`config.mk`:
```
export PLATFORM = sky130hd
export DESIGN_NAME = fabric_instr_loader
export DESIGN_NICKNAME = d
export VERILOG_FILES = /design/src/rtl/fabric_instr_loader.sv
export SDC_FILE = /design/constraint.sdc
export NUM_CORES = 1
export LEC_CHECK = 0
export CAP_MARGIN = 15
export CELL_PAD_IN_SITES_DETAIL_PLACEMENT = 1
export CELL_PAD_IN_SITES_GLOBAL_PLACEMENT = 2
export CORE_MARGIN = 5
export CORE_UTILIZATION = 33
export CTS_CLUSTER_DIAMETER = 200
export CTS_CLUSTER_SIZE = 10
export DETAILED_ROUTE_END_ITERATION = 12
export PLACE_DENSITY = 0.95
export SYNTH_ARGS = -nofsm -noshare
export SYNTH_HDL_FRONTEND = slang
export SYNTH_SLANG_ARGS = --single-unit
```
`constraint.sdc`:
```
create_clock -name clk -period 8.47 [get_ports clk]
set_input_delay 1.2705 -clock clk [delete_from_list [all_inputs] [get_ports clk]]
set_output_delay 1.2705 -clock clk [all_outputs]
set_load 0.01 [all_outputs]
```
`src/rtl/fabric_instr_loader.sv`:
```
// fabric_instr_loader: streams {row,col,instr} words into fabric instruction ports, then calls and times the run.
// Optional watchdog in WAIT_RET enabled by defining LOADER_TIMEOUT_EN.
module fabric_instr_loader #(
  parameter int ROWS             = 2,
  parameter int COLS             = 2,
  parameter int INSTR_DATA_WIDTH = 32,
  parameter int INSTR_ADDR_WIDTH = 6,
  parameter int INSTR_HOPS_WIDTH = 4,
  parameter int CNT_WIDTH        = 32,
  parameter int SETTLE_CYCLES    = 2 * COLS,
  parameter int TIMEOUT_LIMIT    = 2 ** 20,
  localparam int RW = (ROWS > 1) ? $clog2(ROWS) : 1
) (
  input  logic                                    clk,
  input  logic                                    rst,
  input  logic                                    start,
  input  logic                                    ld_valid,
  output logic                                    ld_ready,
  input  logic [RW-1:0]                           ld_row,
  input  logic [INSTR_HOPS_WIDTH-1:0]             ld_col,
  input  logic [INSTR_DATA_WIDTH-1:0]             ld_data,
  input  logic                                    ld_last,
  output logic [ROWS-1:0][INSTR_DATA_WIDTH-1:0]   instr_data_out,
  output logic [ROWS-1:0][INSTR_ADDR_WIDTH-1:0]   instr_addr_out,
  output logic [ROWS-1:0][INSTR_HOPS_WIDTH-1:0]   instr_hops_out,
  output logic [ROWS-1:0]                         instr_en_out,
  output logic [ROWS-1:0]                         call,
  input  logic [ROWS-1:0]                         ret,
  output logic                                    busy,
  output logic                                    done,
  output logic                                    err,
  output logic                                    timeout,
  output logic [CNT_WIDTH-1:0]                    cycle_count
);
`ifdef LOADER_TIMEOUT_EN
  localparam bit TMO_EN = 1'b1;
`else
  localparam bit TMO_EN = 1'b0;
`endif
  typedef enum logic [2:0] {IDLE, LOAD, CALL, SETTLE, WAIT_RET, DONE} state_t;
  state_t state, state_nx;
  logic [ROWS-1:0][INSTR_ADDR_WIDTH-1:0] addr_cnt;
  logic [ROWS-1:0][INSTR_HOPS_WIDTH-1:0] last_col;
  logic [ROWS-1:0]                       seen;
  logic acc, row_ok, same_cell, drop, ret_ok, tmo, settle_done;
  logic [CNT_WIDTH-1:0] cnt_inc;
  assign acc         = ld_valid & ld_ready;
  assign row_ok      = {1'b0, ld_row} < (RW+1)'(ROWS);
  assign same_cell   = row_ok && seen[ld_row] && last_col[ld_row] == ld_col;
  assign drop        = !row_ok || (same_cell && &addr_cnt[ld_row]);
  assign ret_ok      = &ret;
  assign tmo         = TMO_EN && cycle_count >= CNT_WIDTH'(TIMEOUT_LIMIT);
  assign settle_done = cycle_count == CNT_WIDTH'(SETTLE_CYCLES);
  assign cnt_inc     = &cycle_count ? cycle_count : cycle_count + CNT_WIDTH'(1);
  always_ff @(posedge clk or posedge rst)
    if (rst) state <= IDLE;
    else state <= state_nx;
  always_comb begin
    state_nx = state;
    case (state)
      IDLE, DONE: state_nx = start ? LOAD : state;
      LOAD:       state_nx = (acc && ld_last) ? CALL : LOAD;
      CALL:       state_nx = SETTLE;
      SETTLE:     state_nx = settle_done ? WAIT_RET : SETTLE;
      WAIT_RET:   state_nx = (ret_ok || tmo) ? DONE : WAIT_RET;
      default:    state_nx = IDLE;
    endcase
  end
  // Instruction and call strobes default low so every pulse lasts exactly one cycle.
  always_ff @(posedge clk or posedge rst) begin
    if (rst) begin
      ld_ready       <= 1'b0;
      instr_data_out <= '0;
      instr_addr_out <= '0;
      instr_hops_out <= '0;
      instr_en_out   <= '0;
      call           <= '0;
      busy           <= 1'b0;
      done           <= 1'b0;
      err            <= 1'b0;
      timeout        <= 1'b0;
      cycle_count    <= '0;
      addr_cnt       <= '0;
      last_col       <= '0;
      seen           <= '0;
    end else begin
      instr_data_out <= '0;
      instr_addr_out <= '0;
      instr_hops_out <= '0;
      instr_en_out   <= '0;
      call           <= '0;
      case (state)
        IDLE, DONE: if (start) begin
          ld_ready    <= 1'b1;
          busy        <= 1'b1;
          done        <= 1'b0;
          err         <= 1'b0;
          timeout     <= 1'b0;
          cycle_count <= '0;
          addr_cnt    <= '0;
          last_col    <= '0;
          seen        <= '0;
        end
        LOAD: if (acc) begin
          if (ld_last) ld_ready <= 1'b0;
          if (drop) err <= 1'b1;
          else begin
            instr_en_out[ld_row]   <= 1'b1;
            instr_data_out[ld_row] <= ld_data;
            instr_hops_out[ld_row] <= ld_col;
            instr_addr_out[ld_row] <= same_cell ? addr_cnt[ld_row] + INSTR_ADDR_WIDTH'(1) : '0;
            addr_cnt[ld_row]       <= same_cell ? addr_cnt[ld_row] + INSTR_ADDR_WIDTH'(1) : '0;
            last_col[ld_row]       <= ld_col;
            seen[ld_row]           <= 1'b1;
          end
        end
        CALL: begin
          call        <= '1;
          cycle_count <= '0;
        end
        SETTLE: cycle_count <= cnt_inc;
        WAIT_RET: begin
          if (ret_ok || tmo) begin
            done    <= 1'b1;
            busy    <= 1'b0;
            timeout <= !ret_ok;
          end else cycle_count <= cnt_inc;
        end
        default: ;
      endcase
    end
  end
endmodule

```
======== Word level (Yosys, flattened, before mapping) ========
Cells that the tools add are included.
operators by class
  magnitude comparators ................... 2
  reductions and logical operators ........ 18
  eq/ne operators ......................... 14
  multiplexer cells ....................... 65
  $add $sub $neg .......................... 2
  bitwise operators ....................... 5
operators with widths
  operator                                                                number
  64-bit 2-to-1 mux                                                       3
  32-bit 2-to-1 mux                                                       4
  32-bit case mux with 4 select lines                                     1
  12-bit 2-to-1 mux                                                       6
  64-bit AND                                                              1
  8-bit 2-to-1 mux                                                        6
  32-bit by 1-bit adder with 32-bit output, second input constant         1
  32-bit demux with 1-bit select                                          1
  32-bit by 3-bit equality test with 1-bit output, second input constant  1
  32-bit AND reduction                                                    1
  6-bit 2-to-1 mux                                                        4
  12-bit case mux with 2 select lines                                     1
  2-bit 2-to-1 mux                                                        8
  8-bit case mux with 2 select lines                                      1
  3-bit case mux with 5 select lines                                      1
  2-bit != test, second input constant                                    7
  1-bit 2-to-1 mux                                                        13
  12-bit AND                                                              1
  12-bit bitwise mux                                                      1
  4-bit 2-to-1 mux                                                        3
  4-bit AND reduction                                                     3
  1-bit case mux with 2 select lines                                      5
  8-bit AND                                                               1
  8-bit bitwise mux                                                       1
  23 further kinds                                                        31
storage, ports and cells
  word-level logic and storage cells ...... 126
  register bits ........................... 150

======== Depth between registers and ports, before layout ========
Gate-level depths: netlist of the first run.
  word-level depth ........................ 9
  mapped depth ............................ 10
  mapped depth without buffers ............ 7

======== Least setup slack after synthesis of the first run ========
Ideal clock, no wire load.
  kind .................................... input port to flip-flop
  from .................................... input ld_row
  to ...................................... register last_col[0] (netlist bit)
  setup slack ............................. 4.973 ns
  setup time .............................. 0.066 ns
  stages on the path ...................... 10
  data arrival time ....................... 3.431 ns
  path buffers ............................ 4
  required time ........................... 8.404 ns
  cells stage by stage .................... buf_4 > buf_6 > clkbuf_1 > mux2_2 > ha_1 > o21ai_1 > nor2_1 > a2111oi_4 > buf_6 > a22o_1
on the way
  word-level cells in the longest chain between the ends .. 8
RTL lines
  what                                                                                                               RTL line  source
  start: declaration                                                                                                 19        input logic [RW-1:0] ld_row,
  1-bit by 2-bit < comparator with 1-bit output (implied by the code) / 1-bit >= comparator (equally long branches)  113       last_col[ld_row] <= ld_col;
  1-bit logical AND (implied by the code)                                                                            113
  4-bit 2-to-1 mux (implied by the code)                                                                             113
  4-bit demux with 1-bit select                                                                                      113
  8-bit bitwise mux                                                                                                  113
  8-bit 2-to-1 mux                                                                                                   106       if (drop) err <= 1'b1;
  8-bit 2-to-1 mux                                                                                                   104       LOAD: if (acc) begin
  8-bit case mux with 2 select lines                                                                                 92        case (state)
  end signal: indexed assignment                                                                                     113
  end: declaration                                                                                                   43        logic [ROWS-1:0][INSTR_HOPS_WIDTH-1:0] last_col;
Several ways; a longest one is shown, not always the timed one. The select of a mux whose other input is x is not followed.
A chain may end at the register's enable or synchronous reset.

======== Worst setup path after layout of the first run ========
  from .................................... input ld_row
  to ...................................... register instr_data_out[24] (netlist bit)
on the way
  word-level cells in the longest chain between the ends .. 8
RTL lines
  what                                                                                               RTL line  source
  1-bit by 2-bit < comparator with 1-bit output (implied by the code), or another cell as far along  109       instr_data_out[ld_row] <= ld_data;
  1-bit logical AND (implied by the code) / 4-bit 2-to-1 mux (equally long branches)                 109, 49
  32-bit 2-to-1 mux (implied by the code) / 4-bit equality test (equally long branches)              109, 49
  32-bit demux with 1-bit select / 1-bit logical AND (equally long branches)                         109, 49
  64-bit AND (no line) / 1-bit logical AND (equally long branches)                                   -
  64-bit 2-to-1 mux *                                                                                106
  64-bit 2-to-1 mux *                                                                                104
  64-bit 2-to-1 mux *                                                                                92
  end signal: indexed assignment                                                                     109
  end: declaration                                                                                   23        output logic [ROWS-1:0][INSTR_DATA_WIDTH-1:0] instr_data_out,
Mark *: on every way between the ends. The rest lies on a longest branch, timed or not. The select of a mux whose other input is x is not followed.

==> results of run 1 <==
[logic make-up after synthesis]
family / after synthesis / share of synthesized area [%]
AOI/OAI and AO/OA: 118 / 13.0
xor gates and xnor gates: 11 / 1.49
adders and majority gates: 3 / 0.581
buffers and inverters: 45 / 3.85
DFF: 149 / 57.7
muxes: 13 / 2.05
and+or+nand+nor: 233 / 21.4
[power breakdown]
part | total (mW) | leakage (nW) | switching (mW) | internal (mW)
clock | 0.791 | 0.303 | 0.340 | 0.451
combinational | 0.439 | 1.46 | 0.253 | 0.186
sequential | 0.822 | 2.05 | 0.0563 | 0.766
total | 2.05 | 3.82 | 0.649 | 1.40
[stage by stage]
| stage | hold WS [ps] | instances | power (mW) | setup slack, ps | util [%] |
|---|---|---|---|---|---|
| 5_1_grt | 507 | 1008 | 2.16 | 4310 | 46.0 |
| 3_3_place_gp | 480 | 976 | 1.26 | 4210 | 42.9 |
| 6_report | 500 | 1008 | 2.05 | 4490 | 46.0 |
| 3_5_place_dp | 482 | 976 | 1.28 | 4140 | 42.9 |
| 2_1_floorplan | 451 | 572 | 1.09 | 3190 | - |
| 4_1_cts | 503 | 1008 | 2.08 | 4520 | 46.0 |
[worst reg2reg max path: cells and delay by family, from the launching register on]
kind,cells,cell delay (ps)
and+or+nand+nor,2,860
DFF,1,560
AOI/OAI and AO/OA,3,1090
[placed cells by master (no fill, tap or decap), types with 3 or more instances in the layout]
cell type and n:
ha_1 3, nor2b_1 6, nor2_1 29, clkdlybuf4s50_1 168
xor2_1 6, dfrtp_1 149, o21ai_1 3, a22o_1 8
nand2b_1 9, a21oi_1 21, nor4_1 8, and4_1 8
clkbuf_16 17, o211ai_1 3, xnor2_1 5, or2_2 3
o2111ai_1 3, nor3_1 4, o21ai_0 17, and3_1 5
or3_1 5, nand4_1 12, inv_1 10, mux2i_1 11
nand2_1 26, nand3_1 14, and2_1 77, or4_1 14
inv_8 6, buf_4 5, clkinv_4 4, o31ai_1 21
and3b_1 3, o22ai_1 8, o2bb2ai_1 11, a31oi_1 3
[cell type report]
cell class / instances / area share [%]
Clock inverter: 14 / 2.10
Timing Repair Buffer: 173 / 19.3
Tap cell: 265 / 3.71
Sequential cell: 149 / 41.8
Clock buffer: 18 / 4.81
Multi-Input combinational cell: 378 / 27.9
Inverter: 11 / 0.518
[flip-flops by register name, summed over array words and instances, names as in the netlist, 2 cells and up]
name	count
seen	2
instr_hops_out	8
state	3
instr_addr_out	12
instr_data_out	64
addr_cnt	12
instr_en_out	2
last_col	8
cycle_count	32
[worst max path at each step]
stage	end	slack, ps	cells after the start
global placement	last_col[3]$_DFFE_PP0P_	4210	8
floorplan	addr_cnt[0]$_DFFE_PP0P_	3190	1
finish	instr_data_out[24]$_DFF_PP0_	4490	8
global route	last_col[3]$_DFFE_PP0P_	4310	8
CTS	instr_data_out[12]$_DFF_PP0_	4520	8
detailed placement	instr_data_out[12]$_DFF_PP0_	4140	8
[routing by layer]
metal	track usage, %	wire [um]	share of wire, %
met5	0	0	0
met4	4.99	263	1.4
met3	7.72	1730	9.1
met2	28.4	9420	50
met1	20.4	7590	40
==> qor.yml, run 1 <==
status:
  status: "finished, final reports clean"
worst_setup_path:
  r2r_end: "cycle_count[24]$_DFFE_PP0P_"
  r2r_start: "state[1]$_DFFE_PP0N_"
  cp_top_family: "buffers and inverters"
  worst_path_max_delay_cell: "clkdlybuf4s50_1"
  r2r_cells: 5
  start_kind: "primary input"
  reg2reg_slack_ps: 5880
  cp_slowest_stage_delay_ps: 1100
  critPathBufInv: 2
  worstSetupPathType: "primary input to register"
  cp-startpoint: "ld_row"
  required_ps: 8820
  cp_max_fo: 41
  arrival_ps: 4340
  path_cells: "clkdlybuf4s50_1, mux2_2, ha_1, o21ai_1, nor2_1, a2111oi_4, buf_4, and2_1"
  end_kind: "register"
min_path:
  hold_path_end: "last_col[4]$_DFFE_PP0P_"
  hp-start: "last_col[4]$_DFFE_PP0P_"
  hold_depth: 1
  hold_path.class: "register to register"
synth:
  synth-edff-count: 0
  synth-seq-cells: 149
  syn_area_sq_um: 6460
  synth_flop_cell: "dfrtp_1"
  synthTopCellsByCount: "dfrtp_1 (149), and2_1 (77), nor2_1 (29), nand2_1 (26), a21oi_1 (22)"
  yosysSeqAreaShare_pct: 57.7
  syn_inst: 572
  synthArstFlopShare_pct: 100
  synth_top_area_share_pct: 57.7
  synth_area_leader_cell: "dfrtp_1"
  syn_nets: 619
  yosysMostFrequentCell: "dfrtp_1"
  yosysWarnings: 0
  syn_avg_cell_area_sq_um: 11.3
  synth_cell_types: 63
  netlist_top_cells_area: "dfrtp_1 (58%), and2_1 (7.5%), o31ai_1 (2.4%), a21oi_1 (1.7%), mux2i_1 (1.7%)"
clocking:
  cts.sinks: 149
  cts.path.max_buffers: 2
  clk_pin_slew_ps: 70
  clock_latency_ps: 430
  cts_made_buffers: 17
  h-tree-depth: 4
  holdBufCountCts: 0
  cts-root-buf: "clkbuf_16"
  cts_setup_buffers: 0
  ctsResizeCount: 0
  cts_tree: "yes"
sta:
  rsz0062_at_grt: "no"
  max_slew_margin_pct: 35.2
  finalCriticalPeriod_ps: 3980
  setup_viol: 0
  finClkSkew_ps: 10.9
  hold_viol: 0
  worst_pin_slew_ps: 966
  final-max-slew-violation-count: 0
  setup_tns_ps: 0
  period_share_pct: 47.0
  clock.fmax_mhz: 251
grt:
  grt.overflow.total: 0
  grt_usage_pct: 17.3
  antenna_found_initial: 0
  grt_pass1_vias: 5617
  grt_first_pass_wirelength_um: 30300
  grt_max_degree: 76
cells_and_area:
  multi_input_area_sq_um: 2490
  drive_above_1_share_pct: 6.73
  area_growth_pct: 38.2
  nFillCells: 2122
  nets: 777
  antenna-diode-count: 0
  final_area_sq_um: 8930
  ff_latch_area_sq_um: 3730
detailed_routing:
  wirelength_um: 19000
  drc: 0
  wl_per_cell_um: 18.9
  routed-via-count: 5179
  first_iter_violations: 326
  viasPerCell: 5.14
  dr.pass1.iters: 4
  drtAntennaViolNets: 0
floorplanning:
  die_w_um: 150
  start_util_pct: 33.3
  die_h_um: 150
  placeableCoreArea_sq_um: 19400
  fp-row-count: 51
  io_pins: 169
  die_area_sq_um: 22500
placed_design:
  place_congestion: 0.787
  dp_hpwl_um: 13200
  place_area_sq_um: 8310
  io_buffers: 168
power_and_ir_drop:
  power.leakage_nw: 3.82
  max-vdd-ir-drop_v: 0.000135
  powerDensity_nw_per_um2: 230
run:
  cap_viol_max_count: 0
No activity file was read; power rests on OpenSTA's default activity.
==> inputs of run 2 (changes only) <==
--- a/config.mk
+++ b/config.mk
@@ -9,11 +9,11 @@
 export CELL_PAD_IN_SITES_DETAIL_PLACEMENT = 1
 export CELL_PAD_IN_SITES_GLOBAL_PLACEMENT = 2
 export CORE_MARGIN = 5
-export CORE_UTILIZATION = 33
+export CORE_UTILIZATION = 28
 export CTS_CLUSTER_DIAMETER = 200
 export CTS_CLUSTER_SIZE = 10
 export DETAILED_ROUTE_END_ITERATION = 12
-export PLACE_DENSITY = 0.95
+export PLACE_DENSITY = 0.88
 export SYNTH_ARGS = -nofsm -noshare
 export SYNTH_HDL_FRONTEND = slang
 export SYNTH_SLANG_ARGS = --single-unit
==> constraint.sdc (replaced) <==
create_clock -name clk -period 3.4 [get_ports clk]
set_input_delay 0.51 -clock clk [delete_from_list [all_inputs] [get_ports clk]]
set_output_delay 0.51 -clock clk [all_outputs]
set_load 0.01 [all_outputs]
==> run 2 against run 1 <==
- clock skew is 3.2 ps higher
- routed wire length is 0.66% higher
- via count is 0.31% lower
- critical path depth is 1 lower
- count of clock-buffer cells in the layout is 1 lower
- global-route usage is 2.4 points lower
- sequential share of layout area is 0.39 points lower
- critical endpoint is now addr_cnt[6]$_DFFE_PP0P_
- largest cell class unchanged
- largest power group unchanged
- highest routed layer unchanged
==> qor.yml, run 2 (synthesis results as in run 1) <==
detailed_routing:
  drc: 0  # unchanged
  first_iter_violations: 169  # -48%
  wl_per_cell_um: 18.5  # -2.1%
  routed-via-count: 5163  # -0.31%
  dr.pass1.iters: 4  # unchanged
  wirelength_um: 19100  # +0.66%
  viasPerCell: 4.98  # -3.0%
  drtAntennaViolNets: 0  # unchanged
worst_setup_path:
  reg2reg_slack_ps: 880  # -5000 ps
  cp-startpoint: "ld_row"
  required_ps: 3740  # -5080 ps
  r2r_start: "state[2]$_DFFE_PP0N_"
  cp_max_fo: 19  # -54%
  r2r_cells: 5  # unchanged
  crit_end: "addr_cnt[6]$_DFFE_PP0P_"
  end_kind: "register"
  worstSetupPathType: "primary input to register"
  start_kind: "primary input"
  r2r_end: "cycle_count[14]$_DFFE_PP0P_"
  arrival_ps: 2880  # -1460 ps
cells_and_area:
  top_register: "instr_data_out"
  drive_above_1_share_pct: 7.86  # +1.1 points
  reg_top3: "instr_data_out x64, cycle_count x32"
  largest_register_ffs: 64  # unchanged
  area_growth_pct: 39.5
  ff_latch_area_sq_um: 3730  # unchanged
  multi_input_area_sq_um: 2490  # unchanged
  nFillCells: 2493  # +17%
  mostFrequentLayoutCell: "clkdlybuf4s50_1"
  final_area_sq_um: 9010  # +0.95%
  layout_common_cells: "clkdlybuf4s50_1 (168), dfrtp_1 (149), and2_1 (77), nor2_1 (29), nand2_1 (26)"
  antenna-diode-count: 0  # unchanged
  nets: 785  # +1.0%
min_path:
  hold_path.class: "register to register"
  hp-start: "done$_DFFE_PP0P_"
status:
  status: "finished, final reports clean"
grt:
  grt_pass1_vias: 5543  # -1.3%
  grt_max_degree: 150  # +97%
  grt_usage_pct: 14.8  # -2.4 points
  grt.overflow.total: 0  # unchanged
  grt_first_pass_wirelength_um: 31000  # +2.3%
  antenna_found_initial: 0  # unchanged
floorplanning:
  fp-row-count: 55  # +7.8%
  placeableCoreArea_sq_um: 22700  # +17%
  die_h_um: 162  # +8.0%
  die_area_sq_um: 26200  # +17%
  start_util_pct: 28.5  # -4.9 points
  die_w_um: 162  # +8.0%
  io_pins: 169  # unchanged
sta:
  worst_pin_slew_ps: 956  # -9.57 ps
  finClkSkew_ps: 14.0  # +3.19 ps
  clock.fmax_mhz: 394
  whs_ps: 498  # -1.19 ps
  max_slew_margin_pct: 35.8  # +0.64 points
  final-max-slew-violation-count: 0  # unchanged
  period_share_pct: 74.6
  hold_viol: 0  # unchanged
  setup_tns_ps: 0  # unchanged
  setup_viol: 0  # unchanged
  rsz0062_at_grt: "no"
  finalCriticalPeriod_ps: 2540
placed_design:
  dp_hpwl_um: 13500  # +2.6%
  place_congestion: 0.791  # +0.43%
  place_area_sq_um: 8430  # +1.5%
  io_buffers: 168  # unchanged
clocking:
  holdBufCountCts: 0  # unchanged
  cts_tree: "yes"
  cts.sinks: 149  # unchanged
  cts.path.max_buffers: 2  # unchanged
  h-tree-depth: 4  # unchanged
  clock_latency_ps: 430  # about the same
  cts_made_buffers: 17  # unchanged
  clk_pin_slew_ps: 60  # about the same
  ctsResizeCount: 0  # unchanged
  cts_setup_buffers: 0  # unchanged
  cts-root-buf: "clkbuf_16"
power_and_ir_drop:
  max-vdd-ir-drop_v: 0.000308  # +130%
  power.leakage_nw: 3.84  # +0.61%
  total_power_mw: 5.05  # +150%
  powerDensity_nw_per_um2: 560  # +140%
run:
  cap_viol_max_count: 0  # unchanged
## run 2: worst min-delay path by stage
stage / endpoint / slack [ps] / cells after the start
floorplan: addr_cnt[7]$_DFFE_PP0P_ / 450 / 1
global placement: addr_cnt[7]$_DFFE_PP0P_ / 480 / 1
detailed placement: addr_cnt[7]$_DFFE_PP0P_ / 480 / 1
CTS: addr_cnt[7]$_DFFE_PP0P_ / 500 / 1
global route: addr_cnt[7]$_DFFE_PP0P_ / 510 / 1
finish: done$_DFFE_PP0P_ / 500 / 2
## run 2: cell type report
cell class	instances	area share, %
clock buffer	17	4.72
clock inverter	15	1.72
inverter	11	0.500
multi-input combinational	378	27.6
sequential	149	41.4
tap	285	3.96
timing repair buffer	181	20.2
## run 2: per-stage QoR
step / instances / util, % / setup WS [ps]
final: 1036 / 39.7 / 864
after global routing: 1036 / 39.7 / 667
after CTS: 1036 / 39.7 / 859
after detailed placement: 1004 / 37.1 / 425
after global placement: 1004 / 37.1 / 522
after floorplan: 572 / - / 664
## run 2: power breakdown
group	switching, mW	total (mW)	internal [mW]
combinational	0.657	1.16	0.507
sequential	0.126	2.03	1.91
clock	0.872	1.85	0.982
total	1.66	5.05	3.40
## run 2: per-layer routing
metal | wire (um) | GRT usage [%] | up-vias
met4 | 424 | 5.54 | 0
met3 | 1390 | 5.15 | 29
li1 | - | - | 2392
met2 | 9090 | 23.9 | 137
met1 | 8220 | 18.4 | 2605
met5 | 0 | 0 | -
## run 2: critical path, stage by stage
cell and delay, ps:
clkdlybuf4s50_1 580, buf_4 300, mux2i_1 270, xor2_1 210
nand4_1 180, or3_1 600, o22ai_1 230
